**config.mk**
```make
export PLATFORM = sky130hd
export DESIGN_NAME = demux161_reg
export DESIGN_NICKNAME = d
export VERILOG_FILES = /design/src/rtl/demux161_reg_pkg.sv /design/src/rtl/demux161_reg_dec416.sv /design/src/rtl/demux161_reg.sv
export SDC_FILE = /design/constraint.sdc
export NUM_CORES = 1
export LEC_CHECK = 0
export CAP_MARGIN = 20
export CORE_MARGIN = 3
export CORE_UTILIZATION = 45
export CTS_BUF_LIST = sky130_fd_sc_hd__clkbuf_8
export DETAILED_ROUTE_END_ITERATION = 10
export PLACE_DENSITY = 0.78
export SETUP_SLACK_MARGIN = 0.5
export SKIP_LAST_GASP = 1
export SLEW_MARGIN = 40
export SYNTH_ARGS = -nofsm -noshare
export SYNTH_HDL_FRONTEND = slang
export SYNTH_SLANG_ARGS = --single-unit
```
**constraint.sdc**
```tcl
create_clock -name clk -period 4.4 [get_ports clk]
set_input_delay 0.44 -clock clk [delete_from_list [all_inputs] [get_ports clk]]
set_output_delay 0.44 -clock clk [all_outputs]
set_load 0.02 [all_outputs]
```
**src/rtl/demux161_reg_pkg.sv**
```systemverilog
// Shared constants and types for the registered 1-to-16 demultiplexer.
// Holds default sizes, the all-ones completion mask and the fill-state encoding.
package demux161_reg_pkg;

  localparam int DEMUX_N  = 16;
  localparam int DEMUX_SW = 4;

  localparam logic [DEMUX_N-1:0] ALL_ONES = {DEMUX_N{1'b1}};

  typedef logic [DEMUX_SW-1:0] pos_t;

  typedef enum logic {
    ST_EMPTY   = 1'b0,
    ST_FILLING = 1'b1
  } fill_state_t;

  // A word is complete once every position has been flagged as written.
  function automatic logic isComplete(input logic [DEMUX_N-1:0] flags);
    return (flags == ALL_ONES);
  endfunction

endpackage

```
**src/rtl/demux161_reg_dec416.sv**
```systemverilog
// Combinational 4-to-16 one-hot decoder with enable.
// Structural inverse of the 16:1 select tree feeding this demux.
module dec416
  import demux161_reg_pkg::*;
#(
  parameter int SW = DEMUX_SW,
  parameter int N  = DEMUX_N
) (
  input  logic [SW-1:0] s,
  input  logic          e,
  output logic [N-1:0]  y
);

  always_comb begin
    y = '0;
    if (e) begin
      y[s] = 1'b1;
    end
  end

endmodule

```
**src/rtl/demux161_reg.sv**
```systemverilog
// Registered 1-to-16 demultiplexer that rebuilds a word from serially delivered bits
// and publishes it with a one-cycle valid pulse once every position has been written.
module demux161_reg
  import demux161_reg_pkg::*;
#(
  parameter int N  = DEMUX_N,
  parameter int SW = DEMUX_SW
) (
  input  logic          clk,
  input  logic          rst,
  input  logic          d,
  input  logic [SW-1:0] s,
  input  logic          we,
  input  logic          a,
  input  logic          clr,
  output logic [N-1:0]  x,
  output logic [N-1:0]  q,
  output logic          v,
  output logic [SW-1:0] p,
  output logic [N-1:0]  f
);

  logic [N-1:0]  r_x;
  logic [N-1:0]  r_q;
  logic          r_v;
  logic [SW-1:0] r_p;
  logic [N-1:0]  r_f;

  logic          w_en;
  logic [SW-1:0] w_t;
  logic [N-1:0]  w_hot;
  logic [N-1:0]  w_fOr;
  logic [N-1:0]  w_xWritten;
  logic          w_complete;

  fill_state_t   w_state;
  fill_state_t   w_stateNext;

  logic [N-1:0]  w_xNext;
  logic [N-1:0]  w_qNext;
  logic          w_vNext;
  logic [SW-1:0] w_pNext;
  logic [N-1:0]  w_fNext;

  // clr beats a simultaneous write, so it also gates the decoder.
  assign w_en = we & ~clr;
  assign w_t  = a ? r_p : s;

  dec416 #(
    .SW (SW),
    .N  (N)
  ) u_dec416 (
    .s (w_t),
    .e (w_en),
    .y (w_hot)
  );

  assign w_fOr      = r_f | w_hot;
  assign w_xWritten = (r_x & ~w_hot) | (w_hot & {N{d}});
  assign w_complete = w_en & isComplete(w_fOr);

  // Fill state is a view of the flags rather than a separate register.
  assign w_state = (r_f == '0) ? ST_EMPTY : ST_FILLING;

  always_comb begin
    w_stateNext = w_state;
    w_xNext     = r_x;
    w_qNext     = r_q;
    w_vNext     = 1'b0;
    w_pNext     = r_p;

    if (clr) begin
      w_stateNext = ST_EMPTY;
      w_pNext     = '0;
    end else if (we) begin
      w_xNext = w_xWritten;
      if (a) begin
        w_pNext = r_p + 1'b1;
      end
      if (w_complete) begin
        w_stateNext = ST_EMPTY;
        w_qNext     = w_xWritten;
        w_vNext     = 1'b1;
        w_pNext     = '0;
      end else begin
        w_stateNext = ST_FILLING;
      end
    end

    w_fNext = (w_stateNext == ST_EMPTY) ? '0 : w_fOr;
  end

  always_ff @(posedge clk) begin
    if (rst) begin
      r_x <= '0;
      r_q <= '0;
      r_v <= 1'b0;
      r_p <= '0;
      r_f <= '0;
    end else begin
      r_x <= w_xNext;
      r_q <= w_qNext;
      r_v <= w_vNext;
      r_p <= w_pNext;
      r_f <= w_fNext;
    end
  end

  assign x = r_x;
  assign q = r_q;
  assign v = r_v;
  assign p = r_p;
  assign f = r_f;

endmodule

```
Word level (Yosys, flattened, before mapping)
Cells that the tools add are included.
- register bits: 53
- logic and storage cells: 39
- add/sub/neg operators: 1
- $lt $le $gt $ge: 2
- equality and inequality tests: 1
- multiplexer cells: 11
- bitwise operators: 10
- reductions and logical operators: 9
- operators with widths (kind ; count):
    $and 16x16->16 ; 2
    $or 16x16->16 ; 2
    $eq 16x16->1 const B ; 1
    $logic_not 16->1 ; 1
    $mux 16 ; 1
    $not 16->16 ; 1
    $mux 4 ; 3
    $mux 1 ; 6
    $lt 4x5->1 const B ; 1
    $add 4x1->4 const B ; 1
    $demux 1 s4 ; 1
    $ge 4x1->1 const B ; 1
    $reduce_and 2->1 ; 2
    $reduce_or 2->1 ; 2
    $not 1->1 ; 3
    $reduce_and 3->1 ; 1
    $reduce_or 3->1 ; 1
    $and 1x1->1 ; 2
    $reduce_bool 2->1 ; 1
    $logic_and 1x1->1 ; 1

Longest topological paths before layout
Gate-level depths: netlist (run 1).
- depth in word-level cells: 14
- mapped depth: 10

Modules after synthesis
A second synthesis (run 1) with hierarchy kept.
- cells, all modules: 284
- area total of the unflattened synthesis: 2478.6 sq um
- by module, submodules not included (module ; instances ; cells an instance ; area each (sq um)):
    demux161_reg ; 1 ; 261 ; 2361.0
    dec416 ; 1 ; 23 ; 117.6

Least setup slack after synthesis (run 1)
OpenSTA, ideal clock, no wires.
- kind: input to register
- from: input port a
- to: register r_q[10] (netlist: q[10])
- setup time: 121 ps
- arrival: 2772 ps
- setup slack: 1507 ps
- cell stages on the path: 8
- path buffers: 2
- cell sequence: buf_6 > or3b_1 > a2111oi_1 > o22ai_1 > nor4_4 > nand3_4 > buf_6 > mux2_4
- cells in the longest elaborated chain, start to end: 10
- elaborated cells between the ends (all ways): 15
- classes of those cells: order compare (2); eq/ne (1); mux (4); bitwise (6); reduce/logical (2)
- ends and longest elaborated chain (element ; RTL line ; text):
    from (decl) ; demux161_reg.sv:14 ; input logic a,
    $mux 4 * ; demux161_reg.sv:47 ; assign w_t = a ? r_p : s;
    $lt 4x5->1 (not written as such) or $ge 4x1->1 (tied branches) ; demux161_reg_dec416.sv:17 ; y[s] = 1'b1;
    $logic_and 1x1->1 (not written as such) ; demux161_reg_dec416.sv:17 ;
    $mux 1 (not written as such) ; demux161_reg_dec416.sv:17 ;
    $demux 1 s4 * ; n/a ;
    $mux 16 * ; demux161_reg_dec416.sv:16 ; if (e) begin
    $or 16x16->16 ; demux161_reg.sv:58 ; assign w_fOr = r_f | w_hot;
    $eq 16x16->1 ; demux161_reg_pkg.sv:19 ; return (flags == ALL_ONES);
    $and 1x1->1 ; demux161_reg.sv:60 ; assign w_complete = w_en & isComplete(w_fOr);
    $reduce_and 3->1 (no source line) ; n/a ;
    to (signal assigned) ; demux161_reg.sv:102 ; r_q <= w_qNext;
    to (decl) ; demux161_reg.sv:24 ; logic [N-1:0] r_q;
Mark *: on every way between the ends. The rest lies on a longest branch, timed or not.
A chain may end at the register's enable or synchronous reset.

Worst setup path in the final report (run 1)
- from: input port a
- to: register r_q[0] (netlist: q[0])
Same word-level chain as after synthesis.

==> results of run 1 <==
==> flip-flops by register name (all words and copies together), names as in the netlist <==
signal / flops
x: 16
p: 4
q: 16
f: 16
v: 1
==> power by group through the flow <==
stage               Combinational (uW)  Sequential (uW)  Clock [uW]
detailed placement                58.6              495           0
global placement                  57.5              495           0
CTS                               59.3              484         332
floorplan                         33.9              497           0
finish                            60.0              484         326
global route                      64.2              484         348
==> cell type report <==
| class | count | area (um^2) |
|---|---|---|
| fill | 433 | 1750 |
| multi-input combinational | 186 | 1220 |
| sequential | 53 | 1061 |
| timing repair buffer | 69 | 673.1 |
| tap | 67 | 83.83 |
| clock buffer | 5 | 68.82 |
| clock inverter | 2 | 38.79 |
| inverter | 4 | 15.01 |
==> critical path, cell delays in order <==
cell,delay [ns]
clkdlybuf4s50_1,0.71
or3b_1,0.56
a2111oi_1,0.75
o22ai_1,0.23
nor4_4,0.40
nand3_4,0.32
mux2_1,0.41
==> layer usage <==
layer  global-route usage  wire, um
met5                    0         0
met3              0.04422       312
met2               0.3328      2923
met1               0.2548      2742
met4              0.06993        99
==> metrics by stage <==
step	std cells	worst slack [ns]	hold WS, ns
CTS	386	0.7688	0.4791
finish	386	0.7592	0.4798
global route	386	0.6030	0.4998
floorplan	259	1.507	0.5453
detailed placement	379	0.4678	0.4659
global placement	379	0.6565	0.4693
==> logic make-up after synthesis <==
group / Yosys count
compound gates: 39
xor+xnor: 3
fa+ha+maj: 1
buf+inv: 20
flops: 53
mux: 27
simple gates: 116
==> Yosys cell counts <==
| cell | count | share of area |
|---|---|---|
| o32ai_1 | 3 | 0.011 |
| buf_2 | 2 | 0.0042 |
| nand3_1 | 16 | 0.034 |
| mux2i_1 | 9 | 0.038 |
| nor4_4 | 1 | 0.0089 |
| buf_6 | 3 | 0.014 |
| dfxtp_1 | 53 | 0.45 |
| inv_1 | 4 | 0.0063 |
| clkbuf_1 | 11 | 0.017 |
| o22ai_1 | 3 | 0.0079 |
| a21oi_1 | 19 | 0.040 |
| nor2_1 | 35 | 0.055 |
| xor2_1 | 1 | 0.0037 |
| a2111oi_1 | 4 | 0.017 |
| a31oi_1 | 3 | 0.0079 |
| o2bb2ai_1 | 1 | 0.0037 |
| o2111a_1 | 1 | 0.0047 |
| a32oi_1 | 1 | 0.0037 |
| nor3_1 | 5 | 0.011 |
| or3b_1 | 3 | 0.011 |
| ha_1 | 1 | 0.0053 |
| or2_2 | 2 | 0.0053 |
| xnor2_1 | 2 | 0.0074 |
| a2111oi_0 | 1 | 0.0037 |
| mux2_4 | 10 | 0.063 |
| nand3b_1 | 4 | 0.013 |
| nand2b_1 | 3 | 0.0079 |
| o21ai_0 | 1 | 0.0021 |
| nor4_1 | 1 | 0.0026 |
| nand2_1 | 25 | 0.039 |
| o32a_1 | 1 | 0.0042 |
| nor2b_1 | 17 | 0.045 |
| mux2_1 | 8 | 0.038 |
| nor3b_1 | 1 | 0.0032 |
| nand3_4 | 1 | 0.0074 |
| a311o_1 | 1 | 0.0042 |
| and2_1 | 1 | 0.0026 |
| or3_1 | 1 | 0.0026 |
==> final timing paths <==
check | from | endpoint | slack [ns] | cells after the start
setup / recovery | a | q[0]$_SDFFE_PP0P_ | 0.76 | 7
hold / removal | x[3]$_SDFFE_PP0P_ | x[3]$_SDFFE_PP0P_ | 0.48 | 2
setup reg to reg | p[1]$_SDFFE_PP0P_ | q[0]$_SDFFE_PP0P_ | 1.43 | 6
hold reg to reg | x[3]$_SDFFE_PP0P_ | x[3]$_SDFFE_PP0P_ | 0.48 | 2
==> results.md, run 1 <==
- Fraction of layout cells with a size suffix above 1: 0.08777
- Core area: 4911 um^2
- Synth cell types: 38
- Mux cell area share after synthesis: 0.1387
- HPWL Detailed: 4339 um
- Worst-path clk slew: 0.09 ns
- Internal: 672.2 uW
- Placement Rows: 25
- Hold buffer count at cts: 0
- Fin area: 3161 um^2
- Commonest non-fill, non-tap cell in the layout: clkdlybuf4s50_1
- Avg WL per Cell: 15.75 um
- Vias after detailed routing: 2100
- Power, Total: 869.5 uW
- Synth Area in XOR/XNOR: 0.01104
- Post-Syn Nets: 270
- Initial Utilization: 0.4848
- Drc violations: 0
- Global-route wire length before repair: 9860 um
- Post-DRT Antenna Nets: 0
- Antenna cell count: 0
- Via density: 5.440
- Final Skew: 0.006265 ns
- Syn_area_per_cell: 9.193 um^2
- H-tree levels: 2
- Clock buffer count from CTS: 5
- Total Wirelength: 6078 um
- Die area: 6200 um^2
- Outcome: complete, no violations
- Setup bufs post-CTS: 0
- Final Hold Viols: 0
- Rel. slew slack: 0.4937
- Lkg Pwr: 0.001117 uW
- Clock Tree Buf Depth: 2
- Initial antenna violation count: 0
- P per Cell Area: 275.1 nW/um^2
- Root Buffer: clkbuf_8
- Finish-stage setup viols: 0
- Unrepaired setup endpoints after global routing: no
- P_sw: 197.4 uW
- Critical setup path kind: in -> reg
- CP max FO: 17
- Yosys warning count: 0
- IO buf count: 62
- Synthesized instance count: 259
- Max-slew violation count: 0
- DRT iter0 DRCs: 141
- Mapped cell area: 2381 um^2
- Fin nets: 330
- Setup TNS: 0 ns
- Max IR drop VDD: 0.0002459 V
- Flops & latches, synth: 53
- Clock sinks: 53
- Largest family of logic cells by synthesized area: simple AND/OR/NAND/NOR gates
- Crit path time final: 3.641 ns
- CTS tree: done
- # IOs: 63
- Drt pass-1 iters: 4
- Post-synthesis simple-gate area fraction: 0.2475
- Fmax: 0.2747 GHz
- Slew @ Worst Pin: 0.7575 ns
- GRT overflow: 0
- Clk Latency, worst-skew pair: 0.30 ns
- Layout Area Growth over Synthesis: 32.74%
- Total Routing Usage GR: 0.2000
- Switching Fraction: 0.2270
- Share of total power in combinational logic: 0.069
- Period utilization: 0.8274
- Pin count of the biggest net entering global routing: 35
- Critical Path AT: 3.83 ns
- GPL Wtd Cong: 0.8682
- Synth Area in Adders: 0.005255
- Worst Setup End Kind: flip-flop
- Die width: 78.74 um
- Startpoint Class: primary input
- Worst EP required: 4.59 ns
- Flop pwr share: 0.556
- Number of global-route vias before repair: 2099
- DP Area: 3053 um^2
- Post-layout util: 0.6436
- Worst hold path type: reg -> reg
- Max-Cap Viols: 0
- Clock power share: 0.375
- Commonest cells after routing, fill and taps aside: clkdlybuf4s50_1 (62), dfxtp_1 (53), nor2_1 (35)
- Post-CTS sizing: 0
- Area fraction in compound gates after synthesis: 0.1098
- Die Height: 78.74 um
- Sequential-to-total area share from yosys stat: 0.4456
No activity file was read; power rests on OpenSTA's default activity.
==> run 2, diff against run 1 <==
==> constraint.sdc (replaced) <==
create_clock -name clk -period 3.4 [get_ports clk]
set_input_delay 0.34 -clock clk [delete_from_list [all_inputs] [get_ports clk]]
set_output_delay 0.34 -clock clk [all_outputs]
set_load 0.02 [all_outputs]
==> run 2 against run 1 <==
Compared with the run above: global-route usage is 0.12 points lower; clock power increased by 33%; hold slack got worse by 0.0041 ns; utilization up 2.8 points; register-to-register slack lost 0.57 ns; via count stayed put; critical path type unchanged; largest cell class unchanged.
==> results.md, run 2 (synthesis results as in run 1) <==
- Die Height: 78.74 um
- Vias after detailed routing: 2100
- P per Cell Area: 346.2 nW/um^2
- Setup crit start: s[0]
- Fillers: 403
- Commonest cells after routing, fill and taps aside: clkdlybuf4s50_1 (61), dfxtp_1 (53), nor2_1 (35)
- Number of global-route vias before repair: 2070
- Post-Layout Cell Count: 400
- Initial Utilization: 0.4848
- Total Wirelength: 5934 um
- Worst R2R Setup Slack: 0.86 ns
- Max IR drop VDD: 0.0002114 V
- Crit path time final: 2.791 ns
- # IOs: 63
- Worst EP required: 3.59 ns
- Hold buffer count at cts: 0
- Fmax: 0.3583 GHz
- HPWL Detailed: 4284 um
- Commonest non-fill, non-tap cell in the layout: clkdlybuf4s50_1
- Post-DRT Antenna Nets: 0
- Flop pwr share: 0.548
- IO buf count: 62
- Initial antenna violation count: 0
- Max-slew violation count: 0
- R2R depth: 8
- Pre-CTS setup slack: 0.09410 ns
- Avg WL per Cell: 14.84 um
- CTS tree: done
- Slew @ Worst Pin: 0.7087 ns
- Setup crit end: q[0]$_SDFFE_PP0P_
- Fin nets: 343
- Worst hold path type: reg -> reg
- GPL Wtd Cong: 0.9184
- Finish-stage setup viols: 0
- Period utilization: 0.8209
- Outcome: complete, no violations
- Antenna cell count: 0
- RR Endpoint: q[0]$_SDFFE_PP0P_
- Critical setup path kind: in -> reg
- Share of total power in combinational logic: 0.072
- Clock sinks: 53
- Via density: 5.250
- Rel. slew slack: 0.5261
- Worst-path clk slew: 0.09 ns
- Root Buffer: clkbuf_8
- Worst hold margin: 0.4756 ns
- Worst path depth: 8
- Internal: 892.7 uW
- Critical Path AT: 2.98 ns
- Worst Setup Slack, final: 0.6088 ns
- Layout Area Growth over Synthesis: 38.57%
- Pin count of the biggest net entering global routing: 35
- H-tree levels: 2
- Drt pass-1 iters: 4
- Reg2Reg Launch Point: p[3]$_SDFFE_PP0P_
- Clock Tree Buf Depth: 2
- Clk Latency, worst-skew pair: 0.30 ns
- Buf+Inv Stages, Crit Path: 2
- Clock power share: 0.380
- Die area: 6200 um^2
- Placed insts: 391
- Unrepaired setup endpoints after global routing: no
- Worst Setup End Kind: flip-flop
- Core area: 4911 um^2
- GRT overflow: 0
- Total Routing Usage GR: 0.1988
- Die width: 78.74 um
- Startpoint Class: primary input
- Kind of cell adding the most delay to the critical path: simple AND/OR/NAND/NOR gates
- Fraction of layout cells with a size suffix above 1: 0.1351
- Drc violations: 0
- Final Skew: 0.005460 ns
- Slowest cell on crit path: clkdlybuf4s50_1
- Final Hold Viols: 0
- Global-route wire length before repair: 9922 um
- Setup TNS: 0 ns
- DRT iter0 DRCs: 62
- Placement Rows: 25
- CP max FO: 16
- Largest stage delay, worst path: 0.54 ns
- Clock buffer count from CTS: 5
- Max-Cap Viols: 0
- Switching Fraction: 0.2183
- Lkg Pwr: 0.001200 uW
- P_sw: 249.4 uW
- Crit-path cells: clkdlybuf4s50_1 -> or3b_1 -> a2111oi_2 -> o32ai_1 -> nor4_4 -> nand3_4 -> buf_12 -> mux2_1
run 2: changes by cell type in the layout (fill, tap and decap cells not counted), sizes merged:
cell / previous run / this run
dlygate4sd2: 0 / 1
clkbuf: 5 / 6
clkdlybuf4s50: 62 / 61
buf: 7 / 20
run 2: area by class of cell:
class	instances	area, um^2	area share
tap	67	83.83	0.02541
multi-input combinational	186	1241	0.3762
clock buffer	6	82.58	0.02503
sequential	53	1061	0.3216
clock inverter	2	33.78	0.01024
inverter	4	15.01	0.004551
timing repair buffer	82	782.0	0.2370
run 2: how the worst min path moves through the flow:
stage               depth (start not counted)              start                 to  slack, ns
floorplan                                   2                 we  p[1]$_SDFFE_PP0P_       0.50
global placement                            2  x[3]$_SDFFE_PP0P_  x[3]$_SDFFE_PP0P_       0.47
detailed placement                          2  x[4]$_SDFFE_PP0P_  x[4]$_SDFFE_PP0P_       0.47
CTS                                         2  x[4]$_SDFFE_PP0P_  x[4]$_SDFFE_PP0P_       0.48
global route                                2  x[1]$_SDFFE_PP0P_  x[1]$_SDFFE_PP0P_       0.51
finish                                      2  x[4]$_SDFFE_PP0P_  x[4]$_SDFFE_PP0P_       0.48
run 2: layer usage:
layer | global-route usage | up-vias | wire length (um)
met4 | 0.05245 | 0 | 68
met5 | 0 | - | 0
met3 | 0.04195 | 9 | 273
met1 | 0.2727 | 989 | 2761
met2 | 0.3175 | 55 | 2832
li1 | - | 1047 | -
run 2: power by group through the flow:
stage                     sequential (uW)  clock (uW)  combinational [uW]
after detailed placement              640           0                80.1
final                                 626         434                82.7
after CTS                             626         438                81.0
after global placement                640           0                79.5
after floorplan                       643           0                43.9
after global routing                  626         466                90.2
run 2: per-stage QoR:
stage	utilization	total power, uW	instance area, um^2
final	0.6718	1142	3299
after global routing	0.6718	1183	3299
after CTS	0.6680	1145	3281
after detailed placement	0.6425	720.2	3156
after global placement	0.6425	719.6	3156
after floorplan	-	686.4	2381
run 2: worst min-delay path, delay by kind of cell, from the launching register on:
kind | cells | cell delay [ns]
AO/OA/AOI/OAI | 1 | 0.06
flip-flops | 1 | 0.32
AND/OR/NAND/NOR | 1 | 0.05
run 2: repair_timing:
action | CTS | global route
buffers inserted | 0 | 1
setup endpoints to repair | 16 | 16
resized for setup | 3 | 3
pin swaps | 0 | 1
==> run 3, diff against run 2 <==
==> constraint.sdc (replaced) <==
create_clock -name clk -period 2.74 [get_ports clk]
set_input_delay 0.274 -clock clk [delete_from_list [all_inputs] [get_ports clk]]
set_output_delay 0.274 -clock clk [all_outputs]
set_load 0.02 [all_outputs]
==> run 3 against run 2 <==
Compared with the run above: non-clock buffer count up 36; first-iteration DRC count up 94%; die area unchanged; hold slack better by 0.011 ns.
==> results.md, run 3 (synthesis results as in run 1) <==
- Outcome: complete, no violations
- Clock Tree Buf Depth: 2
- Fin nets: 379
- Final Hold Viols: 0
- # IOs: 63
- Antenna cell count: 0
- Finish-stage setup viols: 0
- Die Height: 78.74 um
- Critical setup path kind: in -> reg
- Worst hold path type: reg -> reg
- Clock buffer count from CTS: 5
- GPL Wtd Cong: 0.8857
- HPWL Detailed: 4608 um
- Unrepaired setup endpoints after global routing: yes
- Post-DRT Antenna Nets: 0
- Crit path time final: 2.400 ns
- Fraction of layout cells with a size suffix above 1: 0.3234
- Clock sinks: 53
- Total Routing Usage GR: 0.2327
- Clk Latency, worst-skew pair: 0.31 ns
- Buf+Inv Stages, Crit Path: 3
- Worst-path clk slew: 0.09 ns
- Kind of cell adding the most delay to the critical path: simple AND/OR/NAND/NOR gates
- Rel. slew slack: 0.6039
- IO buf count: 62
- Max IR drop VDD: 0.0003622 V
- Largest stage delay, worst path: 0.46 ns
- Period utilization: 0.8759
- Share of total power in combinational logic: 0.113
- Flop pwr share: 0.566
- GRT overflow: 0
- Crit-path cells: clkdlybuf4s15_1 -> or3b_4 -> a2111oi_4 -> o22ai_2 -> nor4_4 -> buf_4 -> a311o_1 -> buf_6 -> nor2_1
- P per Cell Area: 359.4 nW/um^2
- Pin count of the biggest net entering global routing: 35
- Drc violations: 0
- Commonest cells after routing, fill and taps aside: clkdlybuf4s50_1 (56), dfxtp_1 (51), buf_4 (48)
- Commonest non-fill, non-tap cell in the layout: clkdlybuf4s50_1
- Die width: 78.74 um
- Post-Layout Cell Count: 435
- Switching Fraction: 0.2557
- Final Skew: 0.002352 ns
- Global-route wire length before repair: 11450 um
- Slew @ Worst Pin: 0.5923 ns
- Placement Rows: 25
- Max-slew violation count: 0
- DRT iter0 DRCs: 120
- Startpoint Class: primary input
- Hold buffer count at cts: 0
- Worst Setup End Kind: flip-flop
- Number of global-route vias before repair: 2266
- Slowest cell on crit path: or3b_4
- Vias after detailed routing: 2306
- Layout Area Growth over Synthesis: 59.75%
- H-tree levels: 2
- Hold Path Origin: x[7]$_SDFFE_PP0P_
- Internal: 1017 uW
- P_sw: 349.5 uW
- Initial antenna violation count: 0
- Placed insts: 412
- Drt pass-1 iters: 4
- Die area: 6200 um^2
- Lkg Pwr: 0.001440 uW
- Via density: 5.301
- Max-Cap Viols: 0
- Avg WL per Cell: 16.22 um
- Worst hold margin: 0.4868 ns
- Core area: 4911 um^2
- Setup crit start: s[1]
- CP max FO: 7
- Critical Path AT: 2.61 ns
- Root Buffer: clkbuf_8
- Total Wirelength: 7056 um
- Initial Utilization: 0.4848
- CTS tree: done
- Worst EP required: 2.95 ns
- Clock power share: 0.321
- Fmax: 0.4167 GHz
- Reg2Reg Launch Point: p[0]$_SDFFE_PP0P_
- Power, Total: 1367 uW
## run 3: changes by cell type in the layout (fill, tap and decap cells not counted), moves of 4 or more
cell	before	now
buf_6	0	6
a2111oi_2	4	0
a2111oi_4	0	5
nor2_1	35	27
nor2_2	0	8
buf_4	19	48
mux2_1	8	1
mux2_4	10	17
clkdlybuf4s50_1	61	56
## run 3: area by class of cell
| class | count | area (um^2) |
|---|---|---|
| Multi-Input combinational cell | 186 | 1464 |
| Fill cell | 348 | 1107 |
| Timing Repair Buffer | 118 | 1087 |
| Sequential cell | 53 | 1069 |
| Tap cell | 67 | 83.83 |
| Clock buffer | 5 | 68.82 |
| Clock inverter | 2 | 16.27 |
| Inverter | 4 | 15.01 |
## run 3: repair_timing
| action | CTS | global route |
|---|---|---|
| gates resized for setup | 33 | 20 |
| gates cloned | 2 | 1 |
| pin swaps | 12 | 7 |
| endpoints found under the setup margin | 36 | 36 |
| buffers inserted | 7 | 6 |
## run 3: worst paths after layout
kind                            slack [ns]  cells past startpoint                 to
worst min-delay path                  0.49                      2  x[7]$_SDFFE_PP0P_
worst min register to register        0.49                      2  x[7]$_SDFFE_PP0P_
worst max register to register        0.34                      9    f[9]$_SDFF_PP0_
worst max-delay path                  0.34                      9    f[9]$_SDFF_PP0_
## run 3: power by group through the flow
stage                     Combinational [uW]  Sequential (uW)  Clock [uW]
after floorplan                         65.6              797           0
final                                    154              774         438
after global placement                   126              794           0
after CTS                                140              775         444
after detailed placement                 127              794           0
after global routing                     165              775         468
## run 3: routing by layer
metal  vias to the layer above  track usage  part of all wire  routed length (um)
met1                      1097       0.3021              0.43                3031
met4                         0      0.08042             0.024                 172
li1                       1115            -                 -                   -
met3                        16      0.03741             0.049                 349
met2                        78       0.3913              0.50                3503
met5                         -            0                 0                   0
## run 3: worst reg2reg max path: cells and delay by family, from the launching register on
kind,cells,cell delay [ns]
buffers and inverters,3,0.52
AOI/OAI and AO/OA,3,0.82
DFF,1,0.38
and+or+nand+nor,3,0.58
## run 3: metrics by stage
stage	worst slack, ns	TNS (ns)	instance area [um^2]	util
after CTS	0.3808	0	3695	0.7524
final	0.3401	0	3804	0.7745
after global placement	-0.1899	-4.055	3420	0.6963
after floorplan	0.2671	0	2516	-
after global routing	0.2447	0	3804	0.7745
after detailed placement	-0.2488	-5.884	3420	0.6963
